$ cat config.mk
export PLATFORM = sky130hd
export DESIGN_NAME = shared_buffer_arbiter
export DESIGN_NICKNAME = d
export VERILOG_FILES = /design/src/rtl/shared_buffer_arbiter.sv
export SDC_FILE = /design/constraint.sdc
export NUM_CORES = 1
export LEC_CHECK = 0
export ABC_AREA = 1
export ABC_CLOCK_PERIOD_IN_PS = 2090
export BUFFER_PORTS_ARGS = -buffer_cell sky130_fd_sc_hd__buf_4
export CAP_MARGIN = 0
export CORE_AREA = 2 2 385 387
export CTS_CLUSTER_SIZE = 20
export DETAILED_ROUTE_END_ITERATION = 8
export DIE_AREA = 0 0 387 389
export PLACE_DENSITY_LB_ADDON = 0.3
export SLEW_MARGIN = 20
export SYNTH_ARGS = -nofsm -noshare
export SYNTH_HDL_FRONTEND = slang
export SYNTH_SLANG_ARGS = --single-unit
$ cat constraint.sdc
create_clock -name CLK -period 2.09 [get_ports CLK]
set_clock_uncertainty 0.2 [all_clocks]
set_input_delay 0.3135 -clock CLK [delete_from_list [all_inputs] [get_ports CLK]]
set_output_delay 0.3135 -clock CLK [all_outputs]
set_load 0.005 [all_outputs]
$ cat src/rtl/shared_buffer_arbiter.sv
// shared_buffer_arbiter
// Four-way arbiter for the single-port shared SRAM. The host (requester 0) has
// strict priority, requesters 1..3 rotate round-robin, and an owner may lock the
// SRAM for a bounded burst. Grants are combinational. Read data is returned one
// cycle after the grant, tagged by a registered per-requester valid strobe.
module shared_buffer_arbiter #(
    parameter int ADDR_W   = 13,
    parameter int DATA_W   = 128,
    parameter int MAX_LOCK = 16
) (
    input  logic                  CLK,
    input  logic                  RESET,
    input  logic [3:0]            req,
    input  logic [3:0]            lock,
    input  logic [3:0]            we,
    input  logic [4*ADDR_W-1:0]   addr,
    input  logic [4*DATA_W-1:0]   wdata,
    output logic [3:0]            gnt,
    output logic [3:0]            rvalid,
    output logic [DATA_W-1:0]     rdata,
    output logic                  sram_cen,
    output logic                  sram_wen,
    output logic [ADDR_W-1:0]     sram_a,
    output logic [DATA_W-1:0]     sram_d,
    input  logic [DATA_W-1:0]     sram_q,
    output logic [1:0]            owner,
    output logic                  locked
);

    localparam int CNT_W = $clog2(MAX_LOCK) + 1;
    localparam logic [CNT_W-1:0] LP_MAX_CNT = CNT_W'(MAX_LOCK);

    localparam logic ST_ARB    = 1'b0;
    localparam logic ST_LOCKED = 1'b1;

    logic               r_state;
    logic [1:0]         r_owner;
    logic [1:0]         r_rr_ptr;
    logic [CNT_W-1:0]   r_lock_cnt;
    logic               r_excl;
    logic [3:0]         r_rvalid;
    logic [ADDR_W-1:0]  r_last_a;
    logic [DATA_W-1:0]  r_last_d;

    logic [3:0]         w_req_arb;
    logic [1:0]         w_o0, w_o1, w_o2;
    logic               w_arb_valid;
    logic [1:0]         w_arb_idx;
    logic               w_hold;
    logic [1:0]         w_win;
    logic               w_any;
    logic [3:0]         w_gnt;
    logic [CNT_W-1:0]   w_cnt_inc;
    logic               w_cnt_max;

    // Round-robin search order over requesters 1..3, starting at r_rr_ptr.
    always_comb begin
        w_o0 = 2'd1;
        w_o1 = 2'd2;
        w_o2 = 2'd3;
        case (r_rr_ptr)
            2'd2: begin w_o0 = 2'd2; w_o1 = 2'd3; w_o2 = 2'd1; end
            2'd3: begin w_o0 = 2'd3; w_o1 = 2'd1; w_o2 = 2'd2; end
            default: ;
        endcase
    end

    // Free arbitration: host first, then rotating order; a just-expired lock owner sits out one cycle.
    always_comb begin
        w_req_arb   = r_excl ? (req & ~(4'b0001 << r_owner)) : req;
        w_arb_valid = 1'b1;
        w_arb_idx   = 2'd0;
        if (w_req_arb[0])         w_arb_idx = 2'd0;
        else if (w_req_arb[w_o0]) w_arb_idx = w_o0;
        else if (w_req_arb[w_o1]) w_arb_idx = w_o1;
        else if (w_req_arb[w_o2]) w_arb_idx = w_o2;
        else                      w_arb_valid = 1'b0;
    end

    // Winner select: a locked owner that still requests overrides free arbitration.
    always_comb begin
        w_hold    = (r_state == ST_LOCKED) && req[r_owner];
        w_win     = w_hold ? r_owner : w_arb_idx;
        w_any     = RESET && (w_hold || w_arb_valid);
        w_gnt     = w_any ? (4'b0001 << w_win) : 4'b0000;
        w_cnt_inc = (r_lock_cnt == '1) ? r_lock_cnt : r_lock_cnt + 1'b1;
        w_cnt_max = (w_cnt_inc >= LP_MAX_CNT);
    end

    assign gnt      = w_gnt;
    assign rvalid   = r_rvalid;
    assign rdata    = sram_q;
    assign sram_cen = ~w_any;
    assign sram_wen = w_any ? ~we[w_win] : 1'b1;
    assign sram_a   = w_any ? addr[w_win*ADDR_W +: ADDR_W]  : r_last_a;
    assign sram_d   = w_any ? wdata[w_win*DATA_W +: DATA_W] : r_last_d;
    assign owner    = r_owner;
    assign locked   = (r_state == ST_LOCKED);

    // Arbitration state: lock FSM, owner, round-robin pointer, burst counter, forced-gap flag.
    always_ff @(posedge CLK or negedge RESET) begin
        if (!RESET) begin
            r_state    <= ST_ARB;
            r_owner    <= 2'd0;
            r_rr_ptr   <= 2'd1;
            r_lock_cnt <= '0;
            r_excl     <= 1'b0;
        end else if (w_hold) begin
            r_excl     <= 1'b0;
            r_lock_cnt <= w_cnt_inc;
            if (!lock[r_owner] || w_cnt_max) begin
                r_state    <= ST_ARB;
                r_lock_cnt <= '0;
                r_excl     <= w_cnt_max;
            end
        end else begin
            // Covers plain ARB cycles and LOCKED cycles where the owner dropped req.
            r_excl <= 1'b0;
            if (w_arb_valid) begin
                r_owner <= w_arb_idx;
                if (w_arb_idx != 2'd0)
                    r_rr_ptr <= (w_arb_idx == 2'd3) ? 2'd1 : w_arb_idx + 2'd1;
                if (lock[w_arb_idx]) begin
                    r_state    <= ST_LOCKED;
                    r_lock_cnt <= CNT_W'(1);
                end else begin
                    r_state    <= ST_ARB;
                    r_lock_cnt <= '0;
                end
            end else begin
                r_state    <= ST_ARB;
                r_lock_cnt <= '0;
            end
        end
    end

    // Read-return tag and idle hold values for the SRAM address/data pins.
    always_ff @(posedge CLK or negedge RESET) begin
        if (!RESET) begin
            r_rvalid <= '0;
            r_last_a <= '0;
            r_last_d <= '0;
        end else begin
            r_rvalid <= (w_any && !we[w_win]) ? w_gnt : 4'b0000;
            if (w_any) begin
                r_last_a <= addr[w_win*ADDR_W +: ADDR_W];
                r_last_d <= wdata[w_win*DATA_W +: DATA_W];
            end
        end
    end

endmodule

Yosys cells after proc, flatten, opt, wreduce, memory -nomap -nowiden
Cells that the tools add are included.
- input bits: 706
- register bits after elaboration: 156
- logic and storage cells: 86
- magnitude comparators: 7
- shifts and indexed selects: 4
- bitwise operators: 5
- multiplexer cells: 44
- add/subtract/negate cells: 2
- equality and inequality tests: 5
- $mul: 1
- reduce and logical (&&, ||, !) cells: 10
- operator list (operator ; count):
    indexed part select 512 x 10 -> 128 bit ; 1
    two-way mux 128 bit ; 1
    indexed part select 52 x 7 -> 13 bit ; 1
    two-way mux 5 bit ; 4
    two-way mux 1 bit ; 19
    < comparator 2 x 3 -> 1 bit, second input constant ; 6
    binary-select mux 1 bit (select 2 bit) ; 7
    two-way mux 13 bit ; 1
    two-way mux 2 bit ; 6
    two-way mux 4 bit ; 3
    case mux 2 bit (2 select lines) ; 3
    left shift 1 x 2 -> 4 bit, first input constant ; 2
    equality test 2 bit, second input constant ; 3
    multiplier 2 x 4 -> 6 bit, second input constant ; 1
    adder 5 x 1 -> 5 bit, second input constant ; 1
    equality test 5 bit, second input constant ; 1
    greater-or-equal comparator 5 bit, second input constant ; 1
    AND 4 bit ; 1
    NOT 4 bit ; 1
    logical AND 1 bit ; 3
    NOT 1 bit ; 3
    AND reduction 3 bit ; 1
    adder 2 x 1 -> 2 bit, second input constant ; 1
    logical NOT 1 bit ; 2
    other kinds (4) ; 5

Logic depth before layout (Yosys ltp)
Gate-level depths: netlist (run 1).
- depth in word-level cells: 16
- depth in mapped cells: 18
- mapped depth without buffers: 16

Worst setup path before layout (run 1)
No wires, ideal clock.
- path kind: register to output
- from: register r_owner[0] (netlist: owner[0])
- to: output port sram_d[101]
- arrival: 1867 ps
- path buffers: 3
- stages on the path, launching flop included: 17
- required time: 1576 ps
- path slack: -291 ps
- cell sequence: dfrtp_1 > buf_4 > inv_4 > nand3_2 > nand3_1 > nand3_2 > nor3_2 > nand2_1 > nand2_2 > nand2_1 > nand2_2 > buf_6 > buf_4 > nand2_1 > nand2_1 > nand2_1 > nand2_1
- word-level cells in the longest chain between the ends: 13
- elaborated cells on any way between the ends: 26
- ends and longest elaborated chain (element ; line ; text):
    from (decl) ; 37 ; logic [1:0] r_owner;
    from (signal assigned) ; 120 ; r_owner <= w_arb_idx;
    left shift 1 x 2 -> 4 bit ; 70 ; w_req_arb = r_excl ? (req & ~(4'b0001 << r_owner)) : req;
    NOT 4 bit ; 70 ;
    AND 4 bit ; 70 ;
    two-way mux 4 bit ; 70 ;
    binary-select mux 1 bit (select 2 bit) ; 76 ; else if (w_req_arb[w_o2]) w_arb_idx = w_o2;
    two-way mux 1 bit (not written as such) ; 76 ;
    two-way mux 2 bit / two-way mux 1 bit (equally long branches) ; 76 ;
    two-way mux 2 bit / two-way mux 1 bit (equally long branches) ; 75 ; else if (w_req_arb[w_o1]) w_arb_idx = w_o1;
    two-way mux 2 bit / two-way mux 1 bit (equally long branches) ; 74 ; else if (w_req_arb[w_o0]) w_arb_idx = w_o0;
    two-way mux 2 bit / two-way mux 1 bit (equally long branches) ; 73 ; if (w_req_arb[0]) w_arb_idx = 2'd0;
    two-way mux 2 bit / logical OR 1 bit (equally long branches) ; 83, 84 ;
    indexed part select 512 x 10 -> 128 bit / logical AND 1 bit (equally long branches) ; 96, 84 ;
    two-way mux 128 bit * ; n/a ;
    to (decl) ; 24 ; output logic [DATA_W-1:0] sram_d,
Mark *: on every way between the ends. The rest lies on a longest branch, timed or not. The select of a mux whose other input is x is not followed.

Worst setup path in the final report (run 1)
- from: register r_owner[1] (netlist: owner[1])
- to: output port sram_d[41]
Same word-level chain as after synthesis.

==> results.tsv, run 1 <==
metric	value	unit
status	complete, but fails checks	
violations	setup timing	
die_h	389	microns
htree_levels	4	
fp.dieArea	151000	sq um
grt_pass1_wl	127000	microns
clk_pin_slew	0.08	ns
gp_congestion	0.869	
grt_use_total	11.8	%
crit_arrival	3.02	ns
viasPerCell	3.55	
hold_ws	0.0541	ns
ys_seq_area_share	29.9	%
hp-class	in2reg	
fmax	283	MHz
period_minus_slack	3.53	ns
final_cell_mix	nand2_1, buf_4, nand3_1	
overflow	0	
die_w	387	microns
max_cap_viol_count	0	
antenna_found_initial	26	
drt-total-wl	103000	microns
netlist_top_cells_area	nand2_1, dfrtp_1, nand3_1	
core-area	147000	sq um
cts_tree	built	
crit_path_end_kind	output port	
ios	988	
dp.cells	4887	
irDropWorstVdd	0.000565	V
synth_cell_types	28	
yosysWarnings	0	
ys_ff_latch	156	
period_share	169	%
syn_area_per_cell	5.76	sq um
num_vias	18500	
grt_max_degree	88	
finalNetCount	3961	
power_leakage	14.4	nW
grt_pass1_vias	18000	
cp-start-kind	register	
setup_ws	-1.44	ns
syn_nets	2974	
final_common_cell	nand2_1	
power.density	1520	nW/um^2
numPortBuffers	731	
post_drt_wl_per_cell	19.8	microns
clk_path_buf_depth	2	
ant_nets	0	
p_total	0.0415	W
drv_slew	0	
rows	141	
drive_gt1_share	44.1	%
drt_iter0_drc	927	
finalSetupViolCount	298	
netlist_area	13100	sq um
path_max_fanout	12	
drc	0	
yosys.area.top_type	nand2_1	
crit_type	reg2out	
synth.top_cell.area_share	41.8	%
cts_root_buf	clkbuf_16	
areaGrowthSynthToFinish	109	%
dr.pass1.iters	5	
hold_viol_final	0	
syn_inst	2265	
fin_cells	5202	
dp_hpwl	70500	microns
cts_made_buffers	17	
clock_latency	0.51	ns
clock-sinks	156	
required	1.58	ns
relSlewSlack	45.9	%
start_util	8.91	%
tightest_slew	0.812	ns
rsz0062_at_grt	true	
## metrics by stage
stage | util (%) | TNS [ns] | cell area (sq um) | setup WS (ns)
3_3_place_gp | 14.8 | -221.96 | 21700 | -1.05
4_1_cts | 17.0 | -290.49 | 24900 | -1.51
5_1_grt | 18.6 | -326.31 | 27200 | -1.62
2_1_floorplan | - | -34.59 | 13300 | -0.245
3_5_place_dp | 14.8 | -214.79 | 21700 | -1.04
6_report | 18.6 | -282.84 | 27200 | -1.44
## critical path, stage by stage, from the launching register on
cell     delay, ns
dfrtp_2       0.45
inv_2         0.09
nand3_4       0.11
nand3_4       0.12
nand3_4       0.10
buf_6         0.13
nor3_4        0.19
nand2_2       0.13
nand2_2       0.12
nand2_4       0.07
nand2_8       0.15
buf_16        0.18
buf_4         0.14
nand2_1       0.06
nand2_1       0.10
nand2_1       0.06
nand2_1       0.11
buf_4         0.16
## cell families (layout without fill, tap and decap cells)
kind of cell    Yosys count  after routing  share of synthesized area, %
compound gates           16             16                         0.700
fa+ha+maj                 3              3                         0.288
buf+inv                 303           1302                          14.4
simple gates           1786           1787                          54.7
other cells               1              8                        0.0287
flops                   156            156                          29.9
## layer usage
metal,global-route usage [%],part of all wire (%)
met3,4.12,7.7
met1,14.1,41
met5,0,0.15
met4,4.88,3.2
met2,19.1,48
## power breakdown
part	total (W)	internal (W)	switching [W]
registers	0.00479	0.00436	0.000429
clock network	0.00340	0.00182	0.00158
logic	0.0333	0.0155	0.0177
total	0.0415	0.0217	0.0197
## final cells by class
type                            instances  area [sq um]
Antenna cell                            7          17.5
Clock buffer                           23           468
Clock inverter                          9           113
Fill cell                           16800        119000
Inverter                               20           114
Multi-Input combinational cell       1807          8310
Sequential cell                       156          3910
Tap cell                             1930          2410
Timing Repair Buffer                 1250         11900
## timing repair
action	CTS	global route
endpoints found under the setup margin	297	298
cloned	12	40
pin swaps	16	100
hold endpoints to repair	185	0
hold buffers	148	0
buffers inserted	28	58
resized for setup	163	303
## cells in the mapped netlist, drive strengths merged
cell type / count
a21oi: 5
a221oi: 1
buf: 272
clkbuf: 11
conb: 1
dfrtp: 155
dfstp: 1
ha: 3
inv: 20
nand2: 1460
nand3: 304
nand4: 1
nor2: 17
nor3: 2
o21ai: 10
or2: 2
## sequential cells by signal, indices dropped and copies added, names as in the netlist
| signal | flops |
|---|---|
| rvalid | 4 |
| r_last_d | 128 |
| r_excl | 1 |
| r_rr_ptr | 2 |
| r_lock_cnt | 5 |
| owner | 2 |
| locked | 1 |
| r_last_a | 13 |
## worst paths after layout
path,to,depth (start not counted),slack (ns),start
worst max-delay path,sram_d[41],17,-1.44,owner[1]
worst min-delay path,r_last_d[2],7,0.05,wdata[386]
worst max register to register,r_last_d[114],17,-0.76,owner[1]
worst min register to register,r_last_d[122],2,0.27,r_last_d[122]
max in group asynchronous,r_last_d[15],5,0.24,RESET
min in group asynchronous,r_last_d[100],4,0.32,RESET
No activity file was read; power rests on OpenSTA's default activity.
==> run 2: changes to the inputs <==
- ABC_AREA: 1 -> 0
- CORE_AREA: 2 2 385 387 -> 2 2 382 384
- DIE_AREA: 0 0 387 389 -> 0 0 384 386
==> run 2 against run 1 <==
Net effect: the run ends with hold timing, setup timing left; final area fell by 14%; largest cell class unchanged; wire length increased by 0.36%; highest routed layer unchanged; largest power group unchanged; synthesized cell count decreased by 55%.
==> results.tsv, run 2 <==
metric	value	unit	change
status	complete, but fails checks		
violations	hold timing, setup timing		
ant_nets	0		unchanged
crit_path_end_kind	output port		
htree_levels	4		unchanged
clock_latency	0.52	ns	about the same
viasPerCell	3.38		-4.8%
die_h	386	microns	-0.77%
die_w	384	microns	-0.78%
r2r_cells	22		+5
synth_cell_types	44		+57%
setup_ws	-1.76	ns	-0.314 ns
largest_reg_flops	128		unchanged
drt_iter0_drc	1262		+36%
rows	140		-0.71%
areaGrowthSynthToFinish	151	%	
grt_pass1_vias	13700		-24%
finalSetupViolCount	300		+0.67%
required	1.58	ns	about the same
num_vias	13700		-26%
gp_congestion	0.834		-4.0%
relSlewSlack	53.3	%	+7.5 points
ys_top_cells_by_count	a21oi_1, dfrtp_1, nor2_1		
hold_ws	-0.0591	ns	-0.113 ns
drv_slew	0		unchanged
max_cap_viol_count	0		unchanged
whs_path_depth	3		-4
grt_use_total	12.6	%	+0.79 points
ys_seq_area_share	41.9	%	+12 points
start_util	6.44	%	-2.5 points
fmax	260	MHz	-8.2%
regToRegEndpoint	r_last_d[30]		
dp_hpwl	75100	microns	+6.7%
clk_pin_slew	0.09	ns	about the same
syn_inst	1028		-55%
hold_viol_final	26		+26
cts_made_buffers	17		unchanged
netlist_area	9310	sq um	-29%
crit_type	reg2out		
reg.largest.list	r_last_d x128, r_last_a x13, r_lock_cnt x5		
clock-sinks	156		unchanged
core-area	145000	sq um	-1.4%
hp-class	in2reg		
cts_root_buf	clkbuf_16		
antenna_found_initial	41		+58%
grt_max_degree	86		-2.3%
yosysWarnings	0		unchanged
top_register	r_last_d		
drt-total-wl	103000	microns	+0.36%
top_usage_layer	met2		
final_common_cell	buf_4		
rrSetupSlack	-1.72	ns	-0.96 ns
grt_pass1_wl	124000	microns	-2.6%
nFillCells	16300		-2.9%
period_minus_slack	3.85	ns	+0.314 ns
power.density	1210	nW/um^2	-20%
synth.top_cell.area_share	41.7	%	-0.15 points
fin_setup_tns	-361.59	ns	-78.75 ns
yosys.area.top_type	dfrtp_1		
use_met3	5.00	%	+0.88 points
tightest_slew	0.700	ns	-0.112 ns
grt_util_met1	15.5	%	+1.4 points
path_max_fanout	6		-6
ys_ff_latch	156		unchanged
clk_path_buf_depth	2		unchanged
final_cell_mix	buf_4, dlygate4sd3_1, dfrtp_1		
synthArstFlopShare	100	%	unchanged
drive_gt1_share	63.9	%	+20 points
irDropWorstVdd	0.000692	V	+23%
worst_hold_startpoint	addr[41]		
syn_area_per_cell	9.06	sq um	+57%
r2r-start	owner[0]		
dr.pass1.iters	7		+2
min_to	r_last_a[2]		
finalNetCount	2816		-29%
period_share	184	%	+15 points
post_drt_wl_per_cell	25.5	microns	+29%
p_total	0.0284	W	-32%
overflow	0		unchanged
cp-start-kind	register		
power_leakage	10.0	nW	-30%
yosysMostFrequentCell	a21oi_1		
drc	0		unchanged
numPortBuffers	731		unchanged
synthFlopType	dfrtp_1		
rsz0062_at_grt	true		
crit_arrival	3.33	ns	+0.31 ns
fp.dieArea	148000	sq um	-1.5%
grt_use_met2	20.0	%	+0.89 points
netlist_top_cells_area	dfrtp_1, a21oi_1, a222oi_1		
ios	988		unchanged
syn_nets	1737		-42%
cts_tree	built		
synth_edf_count	0		unchanged
==> run 2: logic make-up (layout without fill, tap and decap cells) <==
logic type               after synthesis  count (layout)  share of synthesized area [%]
AO/OA/AOI/OAI                        451             451                           33.4
buffers and inverters                229            1321                           15.2
XOR/XNOR                               2               2                          0.188
flip-flops                           156             156                           41.9
multiplexers                           7               7                          0.900
adder cells (fa/ha/maj)                3               3                          0.403
other                                  1               8                         0.0403
AND/OR/NAND/NOR                      179             179                           7.89
==> run 2: repair_timing <==
action | 4_1_cts | 5_1_grt
gates cloned | 17 | 19
gates resized for setup | 201 | 201
hold buffers | 151 | 5
pin swaps | 100 | 112
setup buffers | 131 | 64
endpoints found under the hold margin | 275 | 48
endpoints found under the setup margin | 297 | 301
==> run 2: layout make-up <==
cell class	instances	area [sq um]	share of cell area (%)
diodes	7	17.5	0.0748
clock buffers	17	425	1.82
clock inverters	15	170	0.727
inverters	7	48.8	0.208
multi-input cells	643	4880	20.8
flip-flops and latches	156	3910	16.7
well taps	1917	2400	10.2
repair buffers	1282	11600	49.4
==> run 2: stage by stage <==
stage / hold slack [ns] / utilization, % / cells / worst slack [ns] / cell area [sq um]
finish: -0.0591 / 16.2 / 4044 / -1.76 / 23400
global route: -0.0949 / 16.2 / 4043 / -1.87 / 23400
CTS: -0.134 / 15.3 / 3996 / -1.79 / 22100
detailed placement: 0.264 / 12.3 / 3666 / -1.44 / 17700
global placement: 0.269 / 12.3 / 3666 / -1.36 / 17700
floorplan: -0.182 / - / 1028 / -0.668 / 9410
==> run 2: worst max-delay path by stage <==
stage	startpoint	endpoint	slack (ns)	depth (start not counted)
2_1_floorplan	owner[0]	sram_a[10]	-0.67	9
3_3_place_gp	owner[0]	sram_d[101]	-1.36	11
3_5_place_dp	owner[0]	sram_d[101]	-1.44	11
4_1_cts	r_rr_ptr[0]	sram_d[48]	-1.79	11
5_1_grt	r_rr_ptr[0]	sram_d[48]	-1.87	12
6_report	owner[0]	sram_d[56]	-1.76	12
==> run 2: critical path, stage by stage, from the launching register on <==
cell	delay, ns
dfrtp_2	0.48
buf_6	0.14
nand2b_4	0.13
and2_4	0.15
o22ai_4	0.25
buf_12	0.15
o32ai_4	0.11
buf_6	0.16
clkbuf_16	0.17
buf_6	0.12
a222oi_1	0.60
a21oi_2	0.15
buf_4	0.18
==> run 2: power breakdown <==
group	internal (W)	switching, W	total (W)
sequential	0.00443	0.000442	0.00487
combinational	0.0106	0.00932	0.0199
clock	0.00180	0.00181	0.00361
==> run 2: metal layers <==
layer | wire, microns | up-vias
met4 | 2410 | 26
met1 | 43400 | 6758
met5 | 156 | -
met3 | 8600 | 178
met2 | 48700 | 704
li1 | - | 5998
==> run 3: changes to the inputs <==
- BUFFER_PORTS_ARGS: -buffer_cell sky130_fd_sc_hd__buf_4 -> -buffer_cell sky130_fd_sc_hd__buf_2
- MAX_ROUTING_LAYER: unset -> met4
==> run 3 against run 2 <==
Net effect: the flow finishes with violations (DRC, hold timing, setup timing); sequential cell count unchanged; sequential power about the same; clock power decreased by 9.1%; combinational power decreased by 4%; critical path depth decreased by 1; total power decreased by 4.1%; register-to-register slack improved by 0.05 ns; count of clock-buffer cells in the layout increased by 1; non-clock buffer count increased by 18; sequential share of layout area increased by 0.68 points; global-route usage decreased by 0.50 points; core utilization decreased by 0.65 points; critical path type unchanged; largest cell class unchanged.
==> results.tsv, run 3 (same netlist as run 2, synthesis figures left out) <==
metric	value	unit	change
clk_path_buf_depth	2		unchanged
power.density	1210	nW/um^2	-0.13%
violations	DRC, hold timing, setup timing		
cts_root_buf	clkbuf_16		
hold_ws	-0.0318	ns	+0.0274 ns
numPortBuffers	731		unchanged
antenna_found_initial	84		+100%
grt_pass1_wl	116000	microns	-6.0%
path_max_fanout	9		+3
fin_setup_tns	-352.07	ns	+9.52 ns
finalNetCount	2834		+0.64%
fin_cells	4077		+0.82%
start_util	6.44	%	unchanged
fp.dieArea	148000	sq um	unchanged
irDropWorstVdd	0.000591	V	-15%
core-area	145000	sq um	unchanged
period_share	185	%	+0.67 points
required	1.58	ns	about the same
grt_use_total	12.1	%	-0.50 points
crit_arrival	3.35	ns	+0.02 ns
final_common_cell	buf_2		
hold_viol_final	7		-73%
power_leakage	9.62	nW	-4.2%
rsz0062_at_grt	true		
drive_gt1_share	63.4	%	-0.49 points
dp_hpwl	73800	microns	-1.8%
grt_max_degree	81		-5.8%
final_cell_mix	buf_2, buf_4, dlygate4sd3_1		
clk_pin_slew	0.08	ns	about the same
drt-total-wl	97800	microns	-5.3%
dp.cells	3674		+0.22%
cp-start-kind	register		
cts_made_buffers	17		unchanged
drv_slew	0		unchanged
gp_congestion	0.863		+3.4%
clock_latency	0.51	ns	about the same
finalSetupViolCount	296		-1.3%
dr.pass1.iters	9		+2
post_drt_wl_per_cell	24.0	microns	-6.1%
clock-sinks	156		unchanged
cts_tree	built		
crit_path_end_kind	output port		
htree_levels	4		unchanged
drc	7		+7
tightest_slew	0.856	ns	+0.156 ns
status	complete, but fails checks		
p_total	0.0272	W	-4.1%
period_minus_slack	3.86	ns	+0.0141 ns
ant_nets	0		unchanged
postLayoutCoreUtil	15.6	%	-0.65 points
max_cap_viol_count	0		unchanged
fmax	259	MHz	-0.37%
die_w	384	microns	unchanged
drt_iter0_drc	1190		-5.7%
largest_reg_flops	128		unchanged
die_h	386	microns	unchanged
hp-class	in2reg		
ios	988		unchanged
rows	140		unchanged
reg.largest.list	r_last_d x128, r_last_a x13, r_lock_cnt x5		
overflow	0		unchanged
top_register	r_last_d		
grt_pass1_vias	13200		-3.8%
areaGrowthSynthToFinish	141	%	
crit_type	reg2out		
setup_ws	-1.77	ns	-0.0141 ns
num_vias	14000		+2.4%
relSlewSlack	42.9	%	-10 points
viasPerCell	3.43		+1.6%
==> run 3: area by class of cell <==
class | count | area (sq um)
Timing Repair Buffer | 1300 | 10300
Antenna cell | 22 | 55.1
Multi-Input combinational cell | 643 | 5220
Tap cell | 1917 | 2400
Clock inverter | 14 | 109
Sequential cell | 156 | 3910
Fill cell | 16400 | 122000
Inverter | 7 | 46.3
Clock buffer | 18 | 439
==> run 3: layer usage <==
layer	vias to the layer above	GRT usage, %	share of wire (%)
li1	6057	-	-
met1	6888	15.2	44
met2	823	18.5	46
met3	224	4.04	7.6
met4	0	2.78	2.4
met5	-	-	0
==> run 3: final timing paths <==
check                               endpoint  depth (start not counted)          from  slack (ns)
worst min-delay path            r_last_d[45]                          3    wdata[301]       -0.03
min in group asynchronous        r_last_a[9]                          4         RESET        0.25
worst max-delay path               sram_d[6]                         11   r_rr_ptr[0]       -1.77
worst max register to register   r_last_d[6]                         17   r_rr_ptr[0]       -1.67
max in group asynchronous       r_last_d[71]                          4         RESET        0.87
worst min register to register  r_last_d[54]                          2  r_last_d[54]        0.32
==> run 3: timing repair <==
action,in CTS,in global routing
setup buffers,68,119
endpoints found under the setup margin,296,298
hold buffers,179,10
gates resized for setup,99,365
cloned,10,22
hold endpoints to repair,276,38
pin swaps,65,195
==> run 3: metrics by stage <==
stage | setup slack [ns] | hold slack (ns) | instance area [sq um]
after floorplan | -0.668 | -0.182 | 9410
after global placement | -1.41 | 0.0257 | 16100
after detailed placement | -1.35 | 0.0258 | 16100
after CTS | -1.82 | -0.115 | 19700
after global routing | -1.93 | -0.0888 | 22500
final | -1.77 | -0.0318 | 22500
==> run 3: power breakdown <==
group          switching (W)  total (W)  leakage, nW  internal (W)
clock network        0.00171    0.00328        0.262       0.00157
registers           0.000431    0.00486         1.80       0.00442
logic                0.00908     0.0191         7.56       0.00999
total                 0.0112     0.0272         9.62        0.0160
==> run 3: worst max-delay path, cell delays in order (launching register included) <==
cell	delay [ns]
dfstp_2	0.55
buf_6	0.10
inv_2	0.03
o211ai_1	0.19
o2111a_2	0.30
buf_6	0.13
o32ai_4	0.12
buf_12	0.18
buf_8	0.16
a222oi_1	0.76
a21oi_2	0.11
buf_2	0.17
